`src/rtl/ahb_lite_pkg.sv`:
```
// Shared constants and payload types for the AHB-Lite command-stream initiator.
package ahb_lite_pkg;

  localparam int unsigned AHB_ADDR_W = 8;
  localparam int unsigned AHB_DATA_W = 32;

  localparam logic [1:0] HTRANS_IDLE   = 2'b00;
  localparam logic [1:0] HTRANS_NONSEQ = 2'b10;
  localparam logic [1:0] HSIZE_BYTE    = 2'd0;
  localparam logic [1:0] HSIZE_HALF    = 2'd1;
  localparam logic [1:0] HSIZE_WORD    = 2'd2;
  localparam logic [2:0] HBURST_SINGLE = 3'b000;

  typedef enum logic [1:0] {
    ST_RUN        = 2'd0,
    ST_ERR        = 2'd1,
    ST_CANCEL_RSP = 2'd2
  } state_e;

  // Address-phase slot: a full command.
  typedef struct packed {
    logic                  valid;
    logic                  write;
    logic [AHB_ADDR_W-1:0] addr;
    logic [1:0]            size;
    logic [AHB_DATA_W-1:0] wdata;
  } slot_t;

  // Data-phase slot: only the fields the data phase still needs.
  typedef struct packed {
    logic                  valid;
    logic                  write;
    logic [1:0]            offset;
    logic [1:0]            size;
    logic [AHB_DATA_W-1:0] wdata;
  } dslot_t;

  function automatic logic cmd_legal(input logic [1:0] size, input logic [1:0] offset);
    case (size)
      HSIZE_BYTE: cmd_legal = 1'b1;
      HSIZE_HALF: cmd_legal = !offset[0];
      HSIZE_WORD: cmd_legal = (offset == 2'b00);
      default:    cmd_legal = 1'b0;
    endcase
  endfunction

endpackage

```
`src/rtl/ahb_lane_steer.sv`:
```
// Byte-lane steering for a 32-bit bus: right-justified data <-> lane-placed data.
module ahb_lane_steer
  import ahb_lite_pkg::*;
(
  input  logic [1:0]  size,
  input  logic [1:0]  offset,
  input  logic [31:0] wdata,
  input  logic [31:0] bus_rdata,
  output logic [31:0] bus_wdata_c,
  output logic [31:0] rdata_c
);

  always_comb begin
    bus_wdata_c = '0;
    rdata_c     = '0;
    case (size)
      HSIZE_BYTE: begin
        bus_wdata_c[{offset, 3'b000} +: 8] = wdata[7:0];
        rdata_c[7:0]                       = bus_rdata[{offset, 3'b000} +: 8];
      end
      HSIZE_HALF: begin
        bus_wdata_c[{offset[1], 4'b0000} +: 16] = wdata[15:0];
        rdata_c[15:0]                           = bus_rdata[{offset[1], 4'b0000} +: 16];
      end
      default: begin
        bus_wdata_c = wdata;
        rdata_c     = bus_rdata;
      end
    endcase
  end

endmodule

```
`src/rtl/ahb_lite_master_cdl.sv`:
```
// AHB-Lite single-transfer initiator: valid/ready commands in, ordered responses out.
module ahb_lite_master_cdl
  import ahb_lite_pkg::*;
#(
  parameter int unsigned ADDR_W = AHB_ADDR_W,
  parameter int unsigned DATA_W = AHB_DATA_W
) (
  input  logic              clk,
  input  logic              n_rst,
  input  logic              cmd_valid,
  output logic              cmd_ready,
  input  logic              cmd_write,
  input  logic [ADDR_W-1:0] cmd_addr,
  input  logic [1:0]        cmd_size,
  input  logic [DATA_W-1:0] cmd_wdata,
  output logic              rsp_valid,
  output logic [DATA_W-1:0] rsp_rdata,
  output logic              rsp_error,
  output logic              hsel,
  output logic [ADDR_W-1:0] haddr,
  output logic [1:0]        hsize,
  output logic [1:0]        htrans,
  output logic [2:0]        hburst,
  output logic              hwrite,
  output logic [DATA_W-1:0] hwdata,
  input  logic [DATA_W-1:0] hrdata,
  input  logic              hresp,
  input  logic              hready
);

  state_e            state_q, state_d;
  slot_t             a_q, a_d, cmd_slot_c;
  dslot_t            d_q, d_d;
  logic              cancel_q, cancel_d;
  logic              rsp_valid_d, rsp_error_d;
  logic [DATA_W-1:0] rsp_rdata_d;
  logic              cmd_ok_c, accept_c, err_first_c;
  logic [31:0]       d_wdata_lane_c, d_rdata_ext_c;

  ahb_lane_steer u_steer (
    .size        (d_q.size),
    .offset      (d_q.offset),
    .wdata       (d_q.wdata),
    .bus_rdata   (hrdata),
    .bus_wdata_c (d_wdata_lane_c),
    .rdata_c     (d_rdata_ext_c)
  );

  // Illegal commands wait for an empty pipeline so their response stays in order.
  assign cmd_ok_c    = cmd_legal(cmd_size, cmd_addr[1:0]);
  assign err_first_c = (state_q == ST_RUN) && d_q.valid && hresp && !hready;
  assign cmd_ready   = (state_q == ST_RUN) &&
                       (cmd_ok_c ? (!a_q.valid || hready) : (!a_q.valid && !d_q.valid));
  assign accept_c    = cmd_valid && cmd_ready;

  always_comb begin
    cmd_slot_c       = '0;
    cmd_slot_c.valid = accept_c && cmd_ok_c;
    cmd_slot_c.write = cmd_write;
    cmd_slot_c.addr  = cmd_addr;
    cmd_slot_c.size  = cmd_size;
    cmd_slot_c.wdata = cmd_wdata;
  end

  // First ERROR cycle pulls the pending address phase off the bus immediately.
  assign hsel   = a_q.valid && !err_first_c;
  assign htrans = hsel ? HTRANS_NONSEQ : HTRANS_IDLE;
  assign hburst = HBURST_SINGLE;
  assign haddr  = a_q.addr;
  assign hsize  = a_q.size;
  assign hwrite = a_q.write;
  assign hwdata = (d_q.valid && d_q.write) ? d_wdata_lane_c : '0;

  always_comb begin
    state_d     = state_q;
    a_d         = a_q;
    d_d         = d_q;
    cancel_d    = cancel_q;
    rsp_valid_d = 1'b0;
    rsp_error_d = 1'b0;
    rsp_rdata_d = '0;
    case (state_q)
      ST_RUN: begin
        if (accept_c && !cmd_ok_c) begin
          rsp_valid_d = 1'b1;
          rsp_error_d = 1'b1;
        end
        if (err_first_c) begin
          state_d   = ST_ERR;
          cancel_d  = a_q.valid || cmd_slot_c.valid;
          a_d.valid = 1'b0;
        end else if (hready) begin
          d_d.valid  = a_q.valid;
          d_d.write  = a_q.write;
          d_d.offset = a_q.addr[1:0];
          d_d.size   = a_q.size;
          d_d.wdata  = a_q.wdata;
          a_d.valid  = 1'b0;
          if (cmd_slot_c.valid) a_d = cmd_slot_c;
          if (d_q.valid) begin
            rsp_valid_d = 1'b1;
            rsp_error_d = hresp;
            rsp_rdata_d = (hresp || d_q.write) ? '0 : d_rdata_ext_c;
          end
        end else if (cmd_slot_c.valid) begin
          a_d = cmd_slot_c;
        end
      end
      ST_ERR: begin
        if (hready) begin
          rsp_valid_d = 1'b1;
          rsp_error_d = 1'b1;
          d_d.valid   = 1'b0;
          state_d     = cancel_q ? ST_CANCEL_RSP : ST_RUN;
        end
      end
      ST_CANCEL_RSP: begin
        rsp_valid_d = 1'b1;
        rsp_error_d = 1'b1;
        cancel_d    = 1'b0;
        state_d     = ST_RUN;
      end
      default: state_d = ST_RUN;
    endcase
  end

  always_ff @(posedge clk or negedge n_rst) begin
    if (!n_rst) begin
      state_q   <= ST_RUN;
      a_q       <= '0;
      d_q       <= '0;
      cancel_q  <= 1'b0;
      rsp_valid <= 1'b0;
      rsp_error <= 1'b0;
      rsp_rdata <= '0;
    end else begin
      state_q   <= state_d;
      a_q       <= a_d;
      d_q       <= d_d;
      cancel_q  <= cancel_d;
      rsp_valid <= rsp_valid_d;
      rsp_error <= rsp_error_d;
      rsp_rdata <= rsp_rdata_d;
    end
  end

endmodule

```
`config.mk`:
```
export PLATFORM = sky130hd
export DESIGN_NAME = ahb_lite_master_cdl
export DESIGN_NICKNAME = d
export VERILOG_FILES = /design/src/rtl/ahb_lite_pkg.sv /design/src/rtl/ahb_lane_steer.sv /design/src/rtl/ahb_lite_master_cdl.sv
export SDC_FILE = /design/constraint.sdc
export NUM_CORES = 1
export LEC_CHECK = 0
export ABC_AREA = 1
export BUFFER_PORTS_ARGS = -buffer_cell sky130_fd_sc_hd__buf_2
export CORE_ASPECT_RATIO = 1.5
export CORE_MARGIN = 4
export CORE_UTILIZATION = 56
export CTS_CLUSTER_DIAMETER = 80
export DETAILED_ROUTE_END_ITERATION = 10
export MAX_ROUTING_LAYER = met4
export PLACE_DENSITY = 0.85
export SYNTH_ARGS = -nofsm -noshare
export SYNTH_HDL_FRONTEND = slang
export SYNTH_SLANG_ARGS = --single-unit
```
`constraint.sdc`:
```
create_clock -name clk -period 4.3 [get_ports clk]
set_input_delay 0.645 -clock clk [delete_from_list [all_inputs] [get_ports clk]]
set_output_delay 0.645 -clock clk [all_outputs]
set_load 0.01 [all_outputs]
```
# Word level (Yosys, flattened, before mapping)
# Cells that the tools add are included.
[word_totals]
ff_bits = 119
input_bits = 80
output_inout_bits = 84
word_cells = 105
[op_classes]
addsub = 2
n_eq_ne = 9
shifts = 6
muxes = 37
bitwise = 3
reduce_logical = 33
[op_table]
columns = ["op", "count"]
rows = [
  ["two-way mux 32 bit", 6],
  ["two-way mux 44 bit", 3],
  ["two-way mux 38 bit", 2],
  ["AND 32 bit", 2],
  ["case mux 32 bit (2 select lines)", 1],
  ["case mux 8 bit (2 select lines)", 2],
  ["variable shift 16 x 7 -> 32 bit (first input constant)", 1],
  ["variable shift 8 x 7 -> 32 bit (first input constant)", 1],
  ["indexed part select 16 x 7 -> 32 bit", 1],
  ["indexed part select 32 x 6 -> 16 bit", 1],
  ["indexed part select 32 x 6 -> 8 bit", 1],
  ["indexed part select 8 x 7 -> 32 bit", 1],
  ["two-way mux 16 bit", 1],
  ["negator 5 -> 7 bit", 2],
  ["two-way mux 1 bit", 12],
  ["logical AND 1 bit", 10],
  ["case mux 1 bit (3 select lines)", 3],
  ["zero test 2 bit", 4],
  ["two-way mux 2 bit", 4],
  ["!= test 2 bit (second input constant)", 4],
  ["== test 2 x 1 -> 1 bit (second input constant)", 3],
  ["zero test 1 bit", 6],
  ["AND reduction 2 bit", 3],
  ["AND reduction 3 bit", 2],
  ["other kinds (9)", 14],
]

# Longest topological paths before layout
# Gate-level depths: netlist (run 1).
[logic_depth]
word_depth = 11
ltp_mapped = 11

# Cells and area by module
# From an unflattened synthesis (run 1), not the netlist that was laid out.
[unflattened]
cells_unflattened = 847
area_unflattened_um2 = 6862.8
[modules_own_cells]
columns = ["module", "instances", "cells_each", "area_per_inst_um2", "seq_area_each_um2"]
rows = [
  ["ahb_lite_master_cdl", 1, 571, 5589.1, 2977.9],
  ["ahb_lane_steer", 1, 276, 1273.7, 0.0],
]

# Worst setup path after synthesis (run 1)
# OpenSTA, ideal clock, no wires.
[synth_timing]
path_type = "register to output"
start = "register d_q[35] (netlist bit)"
end = "output hwdata[1]"
t_arrival_ns = 1.882
setup_slack_ns = 1.773
stages_incl_launch_ff = 7
cell_sequence = "dfrtp_1 inv_1 clkbuf_1 ha_1 nor3_1 nor2_1 nor3_1"
[synth_via]
elab_chain_len = 5
word_cells_on_any_way = 10
classes_between = "add/sub (2); shift (4); mux (2); bitwise (2)"
[synth_rtl]
columns = ["element", "line", "rtl"]
rows = [
  ["start: declaration", "ahb_lite_master_cdl.sv:33", "dslot_t d_q, d_d;"],
  ["start signal: assignment", "ahb_lite_master_cdl.sv:131", "d_q <= '0;"],
  ["start signal: assignment", "ahb_lite_master_cdl.sv:139", "d_q <= d_d;"],
  ["negator 5 -> 7 bit (on tied branches)", "ahb_lane_steer.sv:22, ahb_lane_steer.sv:18", ""],
  ["indexed part select 16 x 7 -> 32 bit, or another cell as far along", "ahb_lane_steer.sv:22", "bus_wdata_c[{offset[1], 4'b0000} +: 16] = wdata[15:0];"],
  ["AND 32 bit (no source line)", "n/a", ""],
  ["case mux 32 bit (2 select lines) (*)", "ahb_lane_steer.sv:16", "case (size)"],
  ["two-way mux 32 bit (*)", "ahb_lite_master_cdl.sv:72", "assign hwdata = (d_q.valid && d_q.write) ? d_wdata_lane_c : '0;"],
  ["end: declaration", "ahb_lite_master_cdl.sv:25", "output logic [DATA_W-1:0] hwdata,"],
]
# Mark *: on every way between the ends. The rest lies on a longest branch, timed or not.

# Worst setup path after layout (run 1)
[layout_timing]
start = "register d_q[34] (netlist bit)"
end = "output hwdata[23]"
[layout_via]
elab_chain_len = 5
word_cells_on_any_way = 6
classes_between = "add/sub (1); shift (2); mux (2); bitwise (1)"
[layout_rtl]
columns = ["element", "line", "rtl"]
rows = [
  ["negator 5 -> 7 bit (*)", "ahb_lane_steer.sv:18", "bus_wdata_c[{offset, 3'b000} +: 8] = wdata[7:0];"],
  ["indexed part select 8 x 7 -> 32 bit / variable shift 8 x 7 -> 32 bit (equally long branches)", "ahb_lane_steer.sv:18", ""],
  ["AND 32 bit (no source line) (*)", "n/a", ""],
  ["case mux 32 bit (2 select lines) (*)", "ahb_lane_steer.sv:16", ""],
  ["two-way mux 32 bit (*)", "ahb_lite_master_cdl.sv:72", ""],
]
# Marks and branches as above.

==> results.md, run 1 <==
- Largest cells by area after synthesis: dfrtp_1, nand2_1, inv_1
- Maximum fanout along the worst path: 15
- Deepest clock path buffer count: 2
- Xor and xnor area share after synthesis: 0%
- Mux contribution to synthesized area: 0.350%
- Final Slew Violations: 0
- Simple-gate portion of the synthesized area: 23.4%
- Row count: 45
- DP HPWL: approximately 11000 um
- DRC: 0
- Critical path class: register to primary output
- Iteration-0 DRC Markers: 346
- Post-synthesis register bit count: 119
- Critical Path Source Type: register
- Int Power: 0.00306 W
- TritonCTS clock tree: built
- Htree depth: 4
- Sequential Area: 2980 sq um
- Via density: ~5.3
- Combinational Power Share: 30.5%
- Final TNS setup: 0 ns
- All-layer global routing usage: around a quarter
- Flop pwr share: 37.5%
- Largest family of logic cells by synthesized area: simple AND/OR/NAND/NOR gates
- Post-CTS setup buffers: 0
- Hold WS: 0.328 ns
- Die width: 90.6 um
- TritonRoute pass-1 iters: 5
- Worst Path Arrival: 2.51 ns
- Worst Setup SP: d_q[34]
- Total CTS buffers: 17
- Worst vdd ir: 0.462 mV
- Setup crit end kind: primary output
- Hold Fails Final Rpt: 0
- Total Power: 0.00480 W
- Clock group share of total power: 32.0%
- DR vias: around 5200
- Global route overflow: 0
- Sw power: 0.00173 W
- PD cells: 675 nW/um^2
- Mapped Avg Cell Area: 8.11 sq um
- Core Box Area: 10100 sq um
- Fin util: 70.5%
- Cell variety after synth: 33
- Max Cap Viol: 0
- Worst EP required: 3.65 ns
- Vias in the first global route: 5154
- RR Startpoint: state_q[1]
- Initial antenna violation count: 0
- Post-Synth Adder-Cell Area: under 10%
- Net Sw Frac: roughly 36%
- Reg clk slew, reported paths: 0.05 ns
- Tmin final: approximately 3.2 ns
- Synth top area share: 52.0%
- Final setup violation count: 0
- Die height: around 130 um
- Synth Cell Area: 5730 sq um
- Initial core utilization: 56.8%
- Compound-Gate Fraction of Synth Area: a little over an eighth
- Clk sink count: about 120
- Delay-heaviest family, CP: buffers and inverters
- Post_cts resized: 0
- PortBufs: 159
- Root buffer cell: clkbuf_16
- Nets: about 930
- Post-synthesis sequential area ratio: 52.0%
- P_leak: slightly below 4 nW
- N_diodes: 0
- First-pass GRT wire length: 24500 um
- Period utilization: 73.3%
- Routed len/inst: 15.4 um
- Layout area overhead: 24.1%
- Critical-path top delay cell: dfrtp_1
- CP Cell Sequence: inv_1 -> ha_1 -> inv_1 -> nand2_1 -> or3_1 -> a31oi_1 -> buf_2
- Buf+Inv Stages, Crit Path: 3
- Number of fill cells in the layout: 809
- Later-pin clock latency in the skew report: 0.41 ns
- Commonest non-fill, non-tap cell in the layout: nand2_1
- Final wirelength: 15100 um
- Cts hold-fix bufs: 0
- Fmax: between 0.3 and 0.4 GHz
- Area leader, netlist: dfrtp_1
- Unrepaired setup endpoints after global routing: no
- Outcome: finished clean
- Cell mode on critical path: inv_1
- Io pins: 164
- Final Skew: 0.00731 ns
- ANT nets after route: 0
- Slew @ Worst Pin: 0.886 ns
- Pin count of the biggest net entering global routing: 68
- Ys Warns: 0
- Placer Congestion: 0.963
- Layout cells sized above 1: 26.7%
- Commonest cells after routing, fill and taps aside: nand2_1, buf_2, dfrtp_1
- Crit path largest cell delay: 0.41 ns
- Cell count after synthesis: 706
- Area taken by multi-input logic gates: 2180 sq um
- Relative slew slack: 40.8%
- Die ar.: around 12000 sq um
- Type of the tightest min-delay check: primary input to async pin
==> sequential cells by signal (all words and copies together), names as in the netlist <==
name	flops
d_q	38
cancel_q	1
rsp_error	1
hsize	2
rsp_valid	1
rsp_rdata	32
haddr	8
hwrite	1
state_q	2
a_q	33
==> worst reg2reg max path: stages (launching register included) <==
cell and delay, ns:
dfrtp_1 0.40, inv_2 0.09, nand2_2 0.14, nor2_4 0.16, nand4_2 0.19, nor2_4 0.69, inv_1 0.43, nand2_1 0.16
nand2_1 0.06
==> stage by stage <==
step | area [sq um] | std cells | setup slack [ns]
5_1_grt | 7110 | 979 | 0.967
2_1_floorplan | 5740 | 709 | 1.77
3_5_place_dp | 6460 | 947 | 1.63
4_1_cts | 7110 | 979 | 1.17
6_report | 7110 | 979 | 1.15
3_3_place_gp | 6460 | 947 | 1.65
==> synthesized netlist by cell type, drive strengths merged <==
cell type	n
ha	5
clkbuf	19
o221ai	5
mux2i	2
nor2	50
a22o	1
nand4	1
nand2	248
inv	79
o22ai	1
buf	26
nor3	9
a31oi	12
o211ai	3
conb	1
nand3	17
a22oi	10
and3	1
a21oi	19
o21ai	77
dfrtp	119
or3	1
==> kinds of logic after synthesis <==
kind of cell    after synthesis
simple gates                327
compound gates              128
buf+inv                     124
flops                       119
fa+ha+maj                     5
mux                           2
other cells                   1
==> routing by layer <==
layer  share of wire (%)  global-route usage, %  vias up  wire length (um)
li1                    -                      -     2507                 -
met1                  39                   29.4     2445              5830
met2                  51                   45.0      219              7700
met3                 6.5                   5.83       53               986
met4                 3.8                   13.7        0               578
met5                   0                      -        -                 0
==> cell type report <==
class,instances,area share [%]
sequential,119,41.9
timing repair buffer,166,12.0
inverter,79,4.17
tap,117,2.06
clock buffer,24,7.20
multi-input combinational,466,30.7
clock inverter,8,1.97
==> path summary, 6_finish.rpt <==
| path | end | slack (ns) | cells past startpoint |
|---|---|---|---|
| min in group clk | a_q[13] | 0.43 | 3 |
| max in group asynchronous | d_q[1] | 3.07 | 2 |
| min | rsp_rdata[25] | 0.33 | 1 |
| max reg2reg | hsize[1] | 1.87 | 8 |
| min reg2reg | haddr[6] | 0.46 | 2 |
| max | hwdata[23] | 1.15 | 7 |
==> power groups by stage <==
stage / registers (W) / clock network, W / logic [W]
global route: 0.00184 / 0.00160 / 0.00166
CTS: 0.00179 / 0.00155 / 0.00146
detailed placement: 0.00180 / 0 / 0.00144
floorplan: 0.00172 / 0 / 0.00112
finish: 0.00180 / 0.00153 / 0.00146
global placement: 0.00180 / 0 / 0.00140
Power figures use the tool's default switching activity.
==> run 2: changes to the inputs <==
--- a/config.mk
+++ b/config.mk
@@ -9,11 +9,11 @@
 export BUFFER_PORTS_ARGS = -buffer_cell sky130_fd_sc_hd__buf_2
 export CORE_ASPECT_RATIO = 1.5
 export CORE_MARGIN = 4
-export CORE_UTILIZATION = 56
+export CORE_UTILIZATION = 47
 export CTS_CLUSTER_DIAMETER = 80
 export DETAILED_ROUTE_END_ITERATION = 10
 export MAX_ROUTING_LAYER = met4
-export PLACE_DENSITY = 0.85
+export PLACE_DENSITY = 0.76
 export SYNTH_ARGS = -nofsm -noshare
 export SYNTH_HDL_FRONTEND = slang
 export SYNTH_SLANG_ARGS = --single-unit
==> constraint.sdc (replaced) <==
create_clock -name clk -period 2.7 [get_ports clk]
set_input_delay 0.405 -clock clk [delete_from_list [all_inputs] [get_ports clk]]
set_output_delay 0.405 -clock clk [all_outputs]
set_load 0.01 [all_outputs]
==> run 2 against run 1 <==
  * The run now ends with negative hold slack left
  * Largest power group unchanged
  * Combinational power increased by 67%
  * Critical path depth is 1 lower
  * Global-route usage decreased by 4.4 points
  * Die area rose by 18%
  * Largest cell class unchanged
  * Sequential share of layout area is 0.11 points lower
  * Via count is 3.9% lower
  * Clock skew shrank 0.0016 ns
  * Non-clock buffer count rose by 10
  * Cell count increased by 4.5%
  * Core utilization fell by 11 points
  * Routed wire length is 1.1% lower
  * Design area grew 0.30%
==> results.md, run 2 (synthesis gave the netlist of run 1 again) <==
- Nets: 944 (was 934)
- TritonCTS clock tree: built (unchanged)
- Sequential Area: 2980 sq um (about the same)
- Area after DPL: 6590 sq um (was 6460 sq um)
- Cell mode on critical path: nor3_1 (was inv_1)
- Htree depth: 4 (unchanged)
- Relative slew slack: 57.9% (was 40.8%)
- Layout cells sized above 1: 27.9% (was 26.7%)
- Root buffer cell: clkbuf_16 (unchanged)
- All-layer global routing usage: 22.3% (was 26.7%)
- Die ar.: 14000 sq um (was 11900 sq um)
- Tmin final: ~2.6 ns
- Die width: 98.1 um (was 90.6 um)
- Final Skew: 0.00575 ns (was 0.00731 ns)
- Largest regs: d_q: 38 flops, a_q: 33 flops, rsp_rdata: 32 flops (unchanged)
- Iteration-0 DRC Markers: 192 (was 346)
- Max Cap Viol: 0 (unchanged)
- Outcome: finished, violations left (was finished clean)
- Maximum fanout along the worst path: 5 (was 15)
- Final Slew Violations: 0 (unchanged)
- Via density: 4.91 (was 5.34)
- Critical path depth: 6 (was 7)
- M2 GR Usage: 37.8% (was 45.0%)
- Hold Fails Final Rpt: 6 (was 0)
- Final worst slack: 0.125 ns (was 1.15 ns)
- Slew @ Worst Pin: 0.630 ns (was 0.886 ns)
- Die height: 143 um (was 132 um)
- Crit path largest cell delay: 0.41 ns (about the same)
- R2R depth: 8 (unchanged)
- Final setup violation count: 0 (unchanged)
- First-pass GRT wire length: 24100 um (was 24500 um)
- GR peak layer: met2 (unchanged)
- Most flops, register: d_q (unchanged)
- Worst Path Arrival: 2.17 ns (was 2.51 ns)
- Unrepaired setup endpoints after global routing: no (unchanged)
- Pin count of the biggest net entering global routing: 60 (was 68)
- Routed len/inst: 14.6 um (was 15.4 um)
- Type of the tightest min-delay check: primary input to async pin (unchanged)
- CP Cell Sequence: clkinvlp_4 -> ha_1 -> nor3_1 -> nor2_1 -> nor3_1 -> buf_2 (was inv_1 -> ha_1 -> inv_1 -> nand2_1 -> or3_1 -> a31oi_1 -> buf_2)
- Setup crit end kind: primary output (unchanged)
- Commonest non-fill, non-tap cell in the layout: nand2_1 (unchanged)
- TritonRoute pass-1 iters: 5 (unchanged)
- Clk sink count: 119 (unchanged)
- Failing checks: negative hold slack
- Fmax: ~0.4 GHz
- Critical path class: register to primary output (unchanged)
- Row count: 49 (was 45)
- PortBufs: 159 (unchanged)
- Area taken by multi-input logic gates: 2200 sq um (was 2180 sq um)
- Layout area overhead: 24.5% (was 24.1%)
- Worst slack, placed: 0.236 ns (was 1.63 ns)
- Met1 usage in global routing: 25.3% (was 29.4%)
- Critical-path top delay cell: dfrtp_2 (was dfrtp_1)
- Core Box Area: 12000 sq um (was 10100 sq um)
- Total CTS buffers: 17 (unchanged)
- PD cells: 1010 nW/um^2 (was 675 nW/um^2)
- Buf+Inv Stages, Crit Path: 2 (was 3)
- Placer Congestion: 0.886 (was 0.963)
- Design area: 7130 sq um (was 7110 sq um)
- ANT nets after route: 0 (unchanged)
- Cts hold-fix bufs: 0 (unchanged)
- Final TNS setup: 0 ns (unchanged)
- Delay-heaviest family, CP: simple AND/OR/NAND/NOR gates (was buffers and inverters)
- Period utilization: 95.4%
- Hold WS: -0.00676 ns (was 0.328 ns)
- DRC: 0 (unchanged)
- Global route overflow: 0 (unchanged)
- N_diodes: 0 (unchanged)
- Deepest clock path buffer count: 2 (unchanged)
- Worst vdd ir: 0.527 mV (was 0.462 mV)
- P_leak: 3.81 nW (was 3.85 nW)
- DR vias: 5022 (was 5224)
- Fin util: 59.6% (was 70.5%)
- Number of flip-flops in the largest register: 38 (unchanged)
- Vias in the first global route: 4944 (was 5154)
- Reg clk slew, reported paths: 0.05 ns (about the same)
- Critical Path Source Type: register (unchanged)
- Initial antenna violation count: 0 (unchanged)
- Worst EP required: 2.30 ns (was 3.65 ns)
- Number of fill cells in the layout: 1091 (was 809)
- Commonest cells after routing, fill and taps aside: nand2_1, buf_2, dfrtp_1 (unchanged)
- Final wirelength: 14900 um (was 15100 um)
- Initial core utilization: 47.9% (was 56.8%)
- Later-pin clock latency in the skew report: 0.40 ns (was 0.41 ns)
- Io pins: 164 (unchanged)
- DP HPWL: 11000 um (was 10800 um)
- GR met3 Demand/Resource: 4.11% (was 5.83%)
[run 2: changes by cell type in the layout (fill, tap and decap cells not counted), sizes merged]
cell      delta
clkinvlp     +6
inv          -2
clkbuf       -4
buf         +10
bufinv       -4
clkinv       +2
[run 2: through the flow]
| stage | total power (W) | std cells |
|---|---|---|
| after floorplan | 0.00452 | 709 |
| after global placement | 0.00516 | 991 |
| after detailed placement | 0.00523 | 991 |
| after CTS | 0.00720 | 1023 |
| after global routing | 0.00771 | 1023 |
| final | 0.00720 | 1023 |
[run 2: worst paths after layout]
kind / start / to / slack, ns
min in group clk: cmd_wdata[11] / a_q[11] / 0.20
max in group asynchronous: n_rst / haddr[7] / 1.76
hold / removal: n_rst / a_q[16] / -0.007
setup reg to reg: state_q[0] / a_q[19] / 0.75
hold reg to reg: haddr[3] / haddr[3] / 0.46
setup / recovery: d_q[34] / hwdata[1] / 0.13
[run 2: report_power, final]
part           switching, W  internal [W]  leakage, nW  total [W]
logic               0.00159      0.000851         2.03    0.00244
registers          0.000433       0.00242         1.54    0.00286
clock network      0.000752       0.00115        0.237    0.00190
[run 2: layer usage]
metal | wire (um) | share of wire, %
met1 | 5950 | 40
met2 | 7780 | 52
met5 | 0 | 0
met3 | 684 | 4.6
met4 | 505 | 3.4
[run 2: cell type report]
type	count	area share [%]
flip-flops and latches	119	41.8
multi-input cells	466	30.9
repair buffers	176	13.3
clock buffers	20	6.12
inverters	79	4.30
well taps	153	2.69
clock inverters	10	0.842
[run 2: worst register-to-register path, cell delays in order, from the launching register on]
cell	delay, ns
dfrtp_1	0.41
inv_2	0.09
nand2_2	0.15
nor2_4	0.16
nand4_2	0.16
nor2_4	0.14
buf_4	0.50
nand2_1	0.17
o21ai_1	0.11
[run 2: timing repair]
item                                    4_1_cts  5_1_grt
endpoints found under the setup margin       26       17
pin swaps                                     0        0
hold endpoints to repair                      0        0
buffers inserted                              2        0
resized for setup                             3        7
